[src/rtl/password_sequence_sender.sv]
// Serial digit transmitter: plays a latched code (or the admin sequence 0,1,2,9) one digit per clock.
// Optional BCD validation of the normal-mode code is enabled by defining PSS_BCD_CHECK_EN.
module password_sequence_sender #(
  parameter int unsigned DIGITS     = 4,
  parameter int unsigned GAP        = 0,
  parameter logic [3:0]  IDLE_DIGIT = 4'hF
) (
  input  logic                  clk,
  input  logic                  rst_n,
  input  logic                  start_i,
  input  logic                  adminMode_i,
  input  logic [4*DIGITS-1:0]   code_i,
  output logic [3:0]            digit_o,
  output logic                  digitValid_o,
  output logic                  busy_o,
  output logic                  done_o,
  output logic                  err_o
);

  // The shift register must hold at least four digits so the admin sequence fits.
  localparam int unsigned SR_DIGITS   = (DIGITS > 4) ? DIGITS : 4;
  localparam int unsigned SR_W        = 4 * SR_DIGITS;
  localparam int unsigned IDX_W       = $clog2(8);
  localparam bit          HAS_GAP     = (GAP != 0);
  localparam logic [3:0]  GAP_LAST    = (GAP > 0) ? 4'(GAP - 1) : 4'd0;
  localparam logic [IDX_W-1:0] LAST_NORMAL = IDX_W'(DIGITS - 1);
  localparam logic [IDX_W-1:0] LAST_ADMIN  = IDX_W'(3);
  localparam logic [15:0] ADMIN_SEQ   = 16'h9210;

  typedef enum logic [1:0] {
    S_IDLE,
    S_SEND,
    S_GAP,
    S_DONE
  } state_e;

  state_e            state_q, state_d;
  logic [SR_W-1:0]   shift_q, shift_d;
  logic [IDX_W-1:0]  idx_q, idx_d;
  logic [IDX_W-1:0]  lastIdx_q, lastIdx_d;
  logic [3:0]        gapCnt_q, gapCnt_d;
  logic              accept;

`ifdef PSS_BCD_CHECK_EN
  logic badCode;
  logic err_q, err_d;

  always_comb begin
    badCode = 1'b0;
    for (int k = 0; k < int'(DIGITS); k++) begin
      if (code_i[4*k +: 4] > 4'd9) badCode = 1'b1;
    end
  end

  assign accept  = start_i && !(!adminMode_i && badCode);
  assign err_d   = (state_q == S_IDLE) && start_i && !adminMode_i && badCode;
  assign err_o   = err_q;
`else
  assign accept  = start_i;
  assign err_o   = 1'b0;
`endif

  always_ff @(posedge clk or negedge rst_n) begin
    if (!rst_n) begin
      state_q   <= S_IDLE;
      shift_q   <= '0;
      idx_q     <= '0;
      lastIdx_q <= '0;
      gapCnt_q  <= '0;
`ifdef PSS_BCD_CHECK_EN
      err_q     <= 1'b0;
`endif
    end else begin
      state_q   <= state_d;
      shift_q   <= shift_d;
      idx_q     <= idx_d;
      lastIdx_q <= lastIdx_d;
      gapCnt_q  <= gapCnt_d;
`ifdef PSS_BCD_CHECK_EN
      err_q     <= err_d;
`endif
    end
  end

  // The current digit always sits in the low nibble; the register shifts right as digits go out.
  always_comb begin
    state_d      = state_q;
    shift_d      = shift_q;
    idx_d        = idx_q;
    lastIdx_d    = lastIdx_q;
    gapCnt_d     = gapCnt_q;
    digit_o      = IDLE_DIGIT;
    digitValid_o = 1'b0;
    busy_o       = 1'b0;
    done_o       = 1'b0;

    case (state_q)
      S_IDLE: begin
        if (accept) begin
          if (adminMode_i) begin
            shift_d   = SR_W'(ADMIN_SEQ);
            lastIdx_d = LAST_ADMIN;
          end else begin
            shift_d   = SR_W'(code_i);
            lastIdx_d = LAST_NORMAL;
          end
          idx_d   = '0;
          state_d = S_SEND;
        end
      end
      S_SEND: begin
        digit_o      = shift_q[3:0];
        digitValid_o = 1'b1;
        busy_o       = 1'b1;
        if (idx_q == lastIdx_q) begin
          state_d = S_DONE;
        end else begin
          idx_d   = idx_q + 1'b1;
          shift_d = shift_q >> 4;
          if (HAS_GAP) begin
            gapCnt_d = '0;
            state_d  = S_GAP;
          end
        end
      end
      S_GAP: begin
        busy_o = 1'b1;
        if (gapCnt_q == GAP_LAST) begin
          state_d = S_SEND;
        end else begin
          gapCnt_d = gapCnt_q + 1'b1;
        end
      end
      S_DONE: begin
        done_o  = 1'b1;
        state_d = S_IDLE;
      end
      default: state_d = S_IDLE;
    endcase
  end

endmodule

[config.mk]
export PLATFORM = sky130hd
export DESIGN_NAME = password_sequence_sender
export DESIGN_NICKNAME = d
export VERILOG_FILES = /design/src/rtl/password_sequence_sender.sv
export SDC_FILE = /design/constraint.sdc
export NUM_CORES = 1
export LEC_CHECK = 0
export CORE_MARGIN = 2
export CORE_UTILIZATION = 45
export DETAILED_ROUTE_END_ITERATION = 8
export DONT_BUFFER_PORTS = 1
export PLACE_DENSITY_LB_ADDON = 0.3
export SLEW_MARGIN = 20
export SYNTH_ARGS = -nofsm -noshare
export SYNTH_HDL_FRONTEND = slang
export SYNTH_SLANG_ARGS = --single-unit
[constraint.sdc]
create_clock -name clk -period 1.7 [get_ports clk]
set_input_delay 0.255 -clock clk [delete_from_list [all_inputs] [get_ports clk]]
set_output_delay 0.255 -clock clk [all_outputs]
set_load 0.01 [all_outputs]
==> results of run 1 <==
-- worst max-delay path, stage by stage, from the launching register on --
cell and delay, ns:
dfrtp_1 0.41, inv_1 0.09, ha_2 0.27, buf_12 0.17, nand2b_1 0.11
-- state kept, by name, indices dropped and copies added (netlist names) --
signal     flops
state_q        2
shift_q       16
idx_q          3
gapCnt_q       4
lastIdx_q      1
-- logic make-up after synthesis --
kind of cell,count (synthesis),synth area share
compound gates,55,0.250
simple gates,53,0.197
flops,26,0.402
buf+inv,20,0.0626
fa+ha+maj,8,0.0619
xor+xnor,2,0.0108
mux,2,0.0131
other cells,1,0.00232
-- timing repair --
action                     CTS  global route
pin swaps                    1             0
setup endpoints to repair   11            21
hold buffers                 2             0
gates resized for setup      0             3
gates cloned                 0             1
hold endpoints to repair    26             0
setup buffers                3             0
-- worst paths after layout --
kind / from / end / slack, ns / cells after the start
worst max-delay path: state_q[1] / digit_o[2] / 0.07 / 4
worst min-delay path: code_i[13] / shift_q[13] / 0.05 / 1
worst max register to register: state_q[0] / shift_q[14] / 0.12 / 6
worst min register to register: gapCnt_q[3] / gapCnt_q[3] / 0.51 / 1
max in group asynchronous: rst_n / shift_q[1] / 1.21 / 2
min in group asynchronous: rst_n / state_q[1] / 0.34 / 2
-- synthesized netlist by cell type --
cell        n
or4_4       1
a21oi_1    16
nor3_1      2
buf_4       2
buf_1       1
o22ai_1     3
o21ai_0     4
mux2i_1     1
o221a_1     2
nand4_4     1
nor2_1     11
nand2_1     4
o211a_1     1
nor2_2      7
and2_4      1
inv_1       9
mux2_1      1
o2bb2ai_1   2
buf_12      1
conb_1      1
nor2b_1    10
xnor2_1     2
o22a_1      9
a22o_1      2
buf_2       2
nor3b_1     3
nand4b_1    1
nand4_1     1
dfrtp_1    26
o21ai_1     7
clkbuf_1    5
nand3_1     1
and2_1      1
a21oi_2     1
o22ai_2     7
nand2b_1    8
and3_1      1
o211ai_1    1
ha_1        8
-- routing by layer --
metal | part of all wire | vias up
met5 | 0 | -
li1 | - | 602
met1 | 0.44 | 622
met2 | 0.51 | 30
met3 | 0.041 | 5
met4 | 0.011 | 0
-- power breakdown --
part	switching, mW	internal [mW]
combinational	0.968	0.979
clock	0.192	0.131
sequential	0.183	0.841
total	1.34	1.95
-- cell type report --
class                      instances  share of cell area
multi-input combinational        121               0.476
sequential                        26               0.356
timing repair buffer              14              0.0979
tap                               46              0.0315
clock buffer                       4              0.0198
inverter                           9              0.0185
-- per-stage QoR --
stage | instance area [µm²] | power (mW) | utilization | hold slack (ns)
2_1_floorplan | 1620 | 2.41 | - | -0.0406
3_3_place_gp | 1690 | 2.65 | 0.499 | -0.0396
3_5_place_dp | 1690 | 2.72 | 0.499 | -0.0398
4_1_cts | 1790 | 3.21 | 0.529 | 0.0519
5_1_grt | 1830 | 3.54 | 0.539 | 0.0428
6_report | 1830 | 3.29 | 0.539 | 0.0537
==> flow_summary.ini, run 1 <==
[status]
run_status = finished, final reports clean

[min_path]
holdCritPathClass = primary input to register

[floorplanning]
die_x_um = 64.0
core_area_um2 = 3390
start_util = 0.477
ios = 28
dieArea_um2 = 4090
dieHeight_um = 64.0
num_rows = 21

[timing]
tns_ns = 0
hold_violations = 0
min_period_ns = 1.63
drv_slew = 0
finalWorstSetupSlack_ns = 0.0712
max_freq_mhz = 614
final-setup-viol-count = 0
fin_worst_skew_ns = 0.00461
fin_crit_sh = 0.958
grt_setup_unrepaired = false

[flow_run]
drv_cap = 0

[place]
dp_hpwl_um = 2370
dp_slack_ns = -0.0246
dp_cells = 210
portBuffers = 0
gp_congestion = 0.760

[layout]
layout_common_cells = dfrtp_1, a21oi_1, nor2_1
stdcell_count = 220
fin_nets = 203
layout.area.seq_um2 = 651
drive_above_1_share = 0.213
multiInputGateArea_um2 = 871
n_fill_cell = 303
areaGrowthSynthToFinish_pct = 13.0
antenna_cells = 0
final_common_cell = dfrtp_1

[setup_path]
end_kind = primary output
critPathMaxFanout = 13
critPathArrivalTime_ns = 1.37
startpoint_type = register
crit_required_ns = 1.44
critPathKind = register to primary output

[logic_synthesis]
synth_area_um2 = 1620
synth_top_area_frac = 0.402
ys_seq_area_frac = 0.402
synth_cell_types = 39
syn_nets = 195
yosys_warnings = 0
netlist_top_cells_area = dfrtp_1, ha_1, o22ai_2
yosys_register_bits = 26
synthesis.instances = 167
avgSynthCellArea_um2 = 9.69
synth_top_cell_by_area = dfrtp_1

[grt]
busiest_layer = met2
grt_pass1_wl_um = 5970
use_met1 = 0.248
antenna_found_initial = 0
grt.met3_usage = 0.0264
use_met2 = 0.306
grt_usage = 0.184
grt_max_degree = 27
grt_overflow_total = 0
grt_pass1_vias = 1258

[route]
ant_nets = 0
dr.pass1.iters = 4
drtIter0Drc = 35
drc = 0
via_per_inst = 5.72
wl_um = 3580
wl_per_cell_um = 16.3
vias = 1259

[clocking]
h-tree-depth = 1
numClockSinks = 26
cts_buffers = 3
root_buffer = clkbuf_4
clk_path_buf_depth = 2
clk_latency_ns = 0.33
cts.reportedPaths.clkPinSlew_ns = 0.15
cts_tree = done

[power]
ir_worst_vdd_uv = 707
p_per_area_nw_per_um2 = 1800
p_leak_nw = 0.783
(Power assumes the default switching activity.)
==> run 2: changes to the inputs <==
- CAP_MARGIN: default -> 15
- CTS_BUF_LIST: default -> sky130_fd_sc_hd__clkbuf_16
- MAX_ROUTING_LAYER: default -> met4
==> flow_summary.ini, run 2 (synthesis gave the netlist of run 1 again) <==
[timing]
finalWorstSetupSlack_ns = 0.121
grt_setup_unrepaired = false
holdWs_ns = 0.139
final-setup-viol-count = 0
min_period_ns = 1.58
max_freq_mhz = 633
fin_crit_sh = 0.929
drv_slew = 0
hold_violations = 0
fin_worst_skew_ns = 0.00328

[place]
dp_cells = 210
dp_slack_ns = -0.0246
gp_congestion = 0.770
portBuffers = 0
placed_cell_area_um2 = 1690
dp_hpwl_um = 2370

[setup_path]
critPathArrivalTime_ns = 1.73
crit_path_cell_trace = ha_1 -> nor2b_1 -> o21ai_1 -> buf_6 -> o211ai_1 -> a22o_1
rrSetupSlack_ns = 0.12
critPathKind = register to register
critPathMaxFanout = 12
crit_family = compound AO/OA/AOI/OAI gates
cpPeakStageDelay_ns = 0.42
worst_path_max_delay_cell = dfrtp_1
crit_required_ns = 1.85
cp.buffers_inverters = 1
startpoint_type = register
end_kind = register

[floorplanning]
num_rows = 21
ios = 28
dieArea_um2 = 4090
start_util = 0.477
die_x_um = 64.0
core_area_um2 = 3390
dieHeight_um = 64.0

[power]
p_per_area_nw_per_um2 = 1850
p_leak_nw = 0.789
ir_worst_vdd_uv = 711
finalPower_mw = 3.40

[grt]
grt_max_degree = 27
antenna_found_initial = 0
grt_usage = 0.188
grt_overflow_total = 0
grt_pass1_vias = 1275
grt_pass1_wl_um = 5930

[clocking]
cts.reportedPaths.clkPinSlew_ns = 0.06
cts_tree = done
root_buffer = clkbuf_16
cts_buffers = 3
clk_latency_ns = 0.26
numClockSinks = 26
clk_path_buf_depth = 2
h-tree-depth = 1

[layout]
final_common_cell = dfrtp_1
layout_common_cells = dfrtp_1, a21oi_1, nor2_1
drive_above_1_share = 0.197
areaGrowthSynthToFinish_pct = 13.9
n_fill_cell = 300
reg_top3 = shift_q x16, gapCnt_q x4, idx_q x3
fin_area_um2 = 1840
multiInputGateArea_um2 = 868
antenna_cells = 0
largest_reg_flops = 16
top_register = shift_q
fin_nets = 202
layout.area.seq_um2 = 651
stdcell_count = 219

[route]
drc = 0
ant_nets = 0
wl_per_cell_um = 15.9
vias = 1249
wl_um = 3480
drtIter0Drc = 53
via_per_inst = 5.70
dr.pass1.iters = 5

[min_path]
holdCritPathClass = primary input to register

[flow_run]
drv_cap = 0

[status]
run_status = finished, final reports clean
==> run 2: power breakdown <==
part / internal (mW) / total, mW / switching (mW)
registers: 0.844 / 1.03 / 0.182
logic: 0.916 / 1.86 / 0.943
clock network: 0.315 / 0.519 / 0.205
==> run 2: metrics by stage <==
step / utilization / setup TNS, ns
after floorplan: - / 0
after global placement: 0.499 / 0
after detailed placement: 0.499 / -0.0624
after CTS: 0.542 / 0
after global routing: 0.544 / 0
final: 0.544 / 0
==> run 2: final cells by class <==
class	instances	share of cell area
Multi-Input combinational cell	121	0.471
Sequential cell	26	0.353
Timing Repair Buffer	13	0.0835
Clock buffer	3	0.0407
Tap cell	46	0.0312
Inverter	9	0.0183
Clock inverter	1	0.00204
==> run 2: repair_timing <==
item                                    4_1_cts  5_1_grt
endpoints found under the setup margin       12       16
gates resized for setup                       0        2
hold buffers                                  2        0
hold endpoints to repair                     26        0
pin swaps                                     1        0
setup buffers                                 3        0
==> run 2: worst paths after layout <==
| kind | depth (start not counted) | startpoint | endpoint |
|---|---|---|---|
| worst min-delay path | 1 | code_i[13] | shift_q[13] |
| worst min register to register | 1 | gapCnt_q[3] | gapCnt_q[3] |
| worst max register to register | 6 | state_q[0] | shift_q[14] |
| worst max-delay path | 6 | state_q[0] | shift_q[14] |
| min in group asynchronous | 2 | rst_n | state_q[1] |
| max in group asynchronous | 2 | rst_n | shift_q[2] |
==> run 2: metal layers <==
metal / wire, µm / track usage / vias to the layer above
li1: - / - / 605
met1: 1590 / 0.244 / 611
met2: 1750 / 0.310 / 31
met3: 119 / 0.0211 / 2
met4: 18 / 0.0571 / 0
met5: 0 / - / -
==> run 2: worst reg2reg max path, stage by stage, from the launching register on <==
cell	delay, ns
dfrtp_1	0.42
ha_1	0.27
nor2b_1	0.16
o21ai_1	0.12
buf_6	0.19
o211ai_1	0.13
a22o_1	0.20
==> run 3: changes to the inputs <==
- ABC_AREA: default -> 1
==> flow_summary.ini, run 3 <==
[status]
run_status = finished, final reports clean

[layout]
multiInputGateArea_um2 = 768
fin_area_um2 = 1730
antenna_cells = 0
n_fill_cell = 329
final_common_cell = nand2_1
layout_common_cells = nand2_1, dfrtp_1, nor2_1, nand4_1, buf_4
stdcell_count = 253
largest_reg_flops = 16
reg_top3 = shift_q x16, gapCnt_q x4, idx_q x3
top_register = shift_q
drive_above_1_share = 0.135
layout.area.seq_um2 = 651
fin_nets = 236
areaGrowthSynthToFinish_pct = 10.2

[floorplanning]
num_rows = 21
dieArea_um2 = 3980
die_x_um = 63.1
dieHeight_um = 63.1
core_area_um2 = 3340
start_util = 0.471
ios = 28

[setup_path]
crit_family = flip-flops
startpoint_type = register
critPathMaxFanout = 9
cp.buffers_inverters = 2
worst_path_max_delay_cell = dfrtp_1
crit_path_cell_trace = inv_1 -> ha_2 -> inv_2 -> or2_2
end_kind = primary output
crit_required_ns = 1.44
critPathKind = register to primary output
cpPeakStageDelay_ns = 0.41
critPathArrivalTime_ns = 1.38

[place]
portBuffers = 0
placed_cell_area_um2 = 1570
dp_slack_ns = 0.150
gp_congestion = 0.743
dp_cells = 244
dp_hpwl_um = 2150

[logic_synthesis]
synth_edf_count = 0
ys_seq_area_frac = 0.414
yosys_register_bits = 26
synth_top_area_frac = 0.414
yosys_warnings = 0
avgSynthCellArea_um2 = 7.82
synthesis.instances = 201
ys_async_sr_fraction = 1.00
synth_top_cell_by_area = dfrtp_1
synth_area_um2 = 1570
syn_nets = 229
synth-main-ff-cell = dfrtp_1
synth_cell_types = 23
synth_top_cells_by_count = nand2_1, dfrtp_1, nand4_1, nor2_1
netlist_top_cells_area = dfrtp_1, nand2_1, nand4_1
yosysMostFrequentCell = nand2_1

[power]
p_leak_nw = 0.935
p_per_area_nw_per_um2 = 1810
ir_worst_vdd_uv = 893

[clocking]
cts_tree = done
cts_buffers = 3
cts.reportedPaths.clkPinSlew_ns = 0.06
numClockSinks = 26
root_buffer = clkbuf_16
clk_path_buf_depth = 2
clk_latency_ns = 0.26
h-tree-depth = 1

[grt]
grt_max_degree = 27
grt_pass1_vias = 1163
antenna_found_initial = 0
grt_overflow_total = 0
grt_usage = 0.173
grt_pass1_wl_um = 5230

[route]
vias = 1284
drtIter0Drc = 25
wl_um = 3100
drc = 0
ant_nets = 0
via_per_inst = 5.08
wl_per_cell_um = 12.3
dr.pass1.iters = 4

[timing]
finalWorstSetupSlack_ns = 0.0645
fin_crit_sh = 0.962
tns_ns = 0
final-setup-viol-count = 0
drv_slew = 0
min_period_ns = 1.64
hold_violations = 0
fin_worst_skew_ns = 0.00466
grt_setup_unrepaired = false
max_freq_mhz = 611

[flow_run]
drv_cap = 0

[min_path]
holdCritPathClass = primary input to register
==> run 3: final timing paths <==
kind | slack (ns) | cells after the start | endpoint | startpoint
worst max-delay path | 0.06 | 4 | digit_o[0] | state_q[1]
min in group asynchronous | 0.44 | 2 | shift_q[2] | rst_n
max in group asynchronous | 1.10 | 2 | shift_q[6] | rst_n
worst min-delay path | 0.11 | 1 | lastIdx_q[0] | start_i
worst min register to register | 0.47 | 2 | shift_q[2] | shift_q[2]
worst max register to register | 0.21 | 8 | idx_q[1] | state_q[0]
==> run 3: cell type report <==
cell class | count | area share
inverter | 12 | 0.0260
timing repair buffer | 12 | 0.0607
sequential | 26 | 0.376
clock buffer | 3 | 0.0434
tap | 46 | 0.0332
multi-input combinational | 153 | 0.444
clock inverter | 1 | 0.0173
==> run 3: cell families (layout without fill, tap and decap cells) <==
| kind of cell | count (synthesis) | in the layout | share of synthesized area |
|---|---|---|---|
| adder cells (fa/ha/maj) | 8 | 8 | 0.0637 |
| flip-flops | 26 | 26 | 0.414 |
| AO/OA/AOI/OAI | 3 | 3 | 0.0111 |
| other | 1 | 1 | 0.00239 |
| XOR/XNOR | 3 | 3 | 0.0167 |
| AND/OR/NAND/NOR | 138 | 138 | 0.393 |
| buffers and inverters | 22 | 28 | 0.0987 |
==> run 3: stage by stage <==
stage	power (mW)	util	hold slack, ns
after floorplan	2.22	-	-0.0406
after global placement	2.38	0.471	-0.0395
after detailed placement	2.41	0.471	-0.0397
after CTS	3.13	0.512	0.110
after global routing	3.41	0.519	0.116
final	3.13	0.519	0.115
==> run 3: per-layer routing <==
layer	global-route usage	vias up	wire, µm
met5	-	-	0
met4	0.0667	0	51
met3	0.0357	5	98
met2	0.269	20	1500
met1	0.222	612	1460
li1	-	647	-
==> run 3: worst register-to-register path, stage by stage (launching register included) <==
cell and delay, ns:
dfrtp_1 0.42, inv_1 0.09, ha_1 0.23, inv_2 0.07, nor2_1 0.05, inv_2 0.13
nand3_4 0.22, nand2_1 0.12, nand2_1 0.06
==> run 3: timing repair <==
item / in CTS / in global routing
cloned: 0 / 0
hold buffers: 2 / 0
hold endpoints to repair: 26 / 0
resized for setup: 1 / 0
endpoints found under the setup margin: 4 / 4
setup buffers: 0 / 3
==> run 3: power breakdown <==
part	total (mW)	leakage [nW]	switching [mW]	internal, mW
Combinational	1.49	0.549	0.925	0.562
Clock	0.685	0.0511	0.216	0.469
Sequential	0.961	0.335	0.128	0.833
Total	3.13	0.935	1.27	1.86
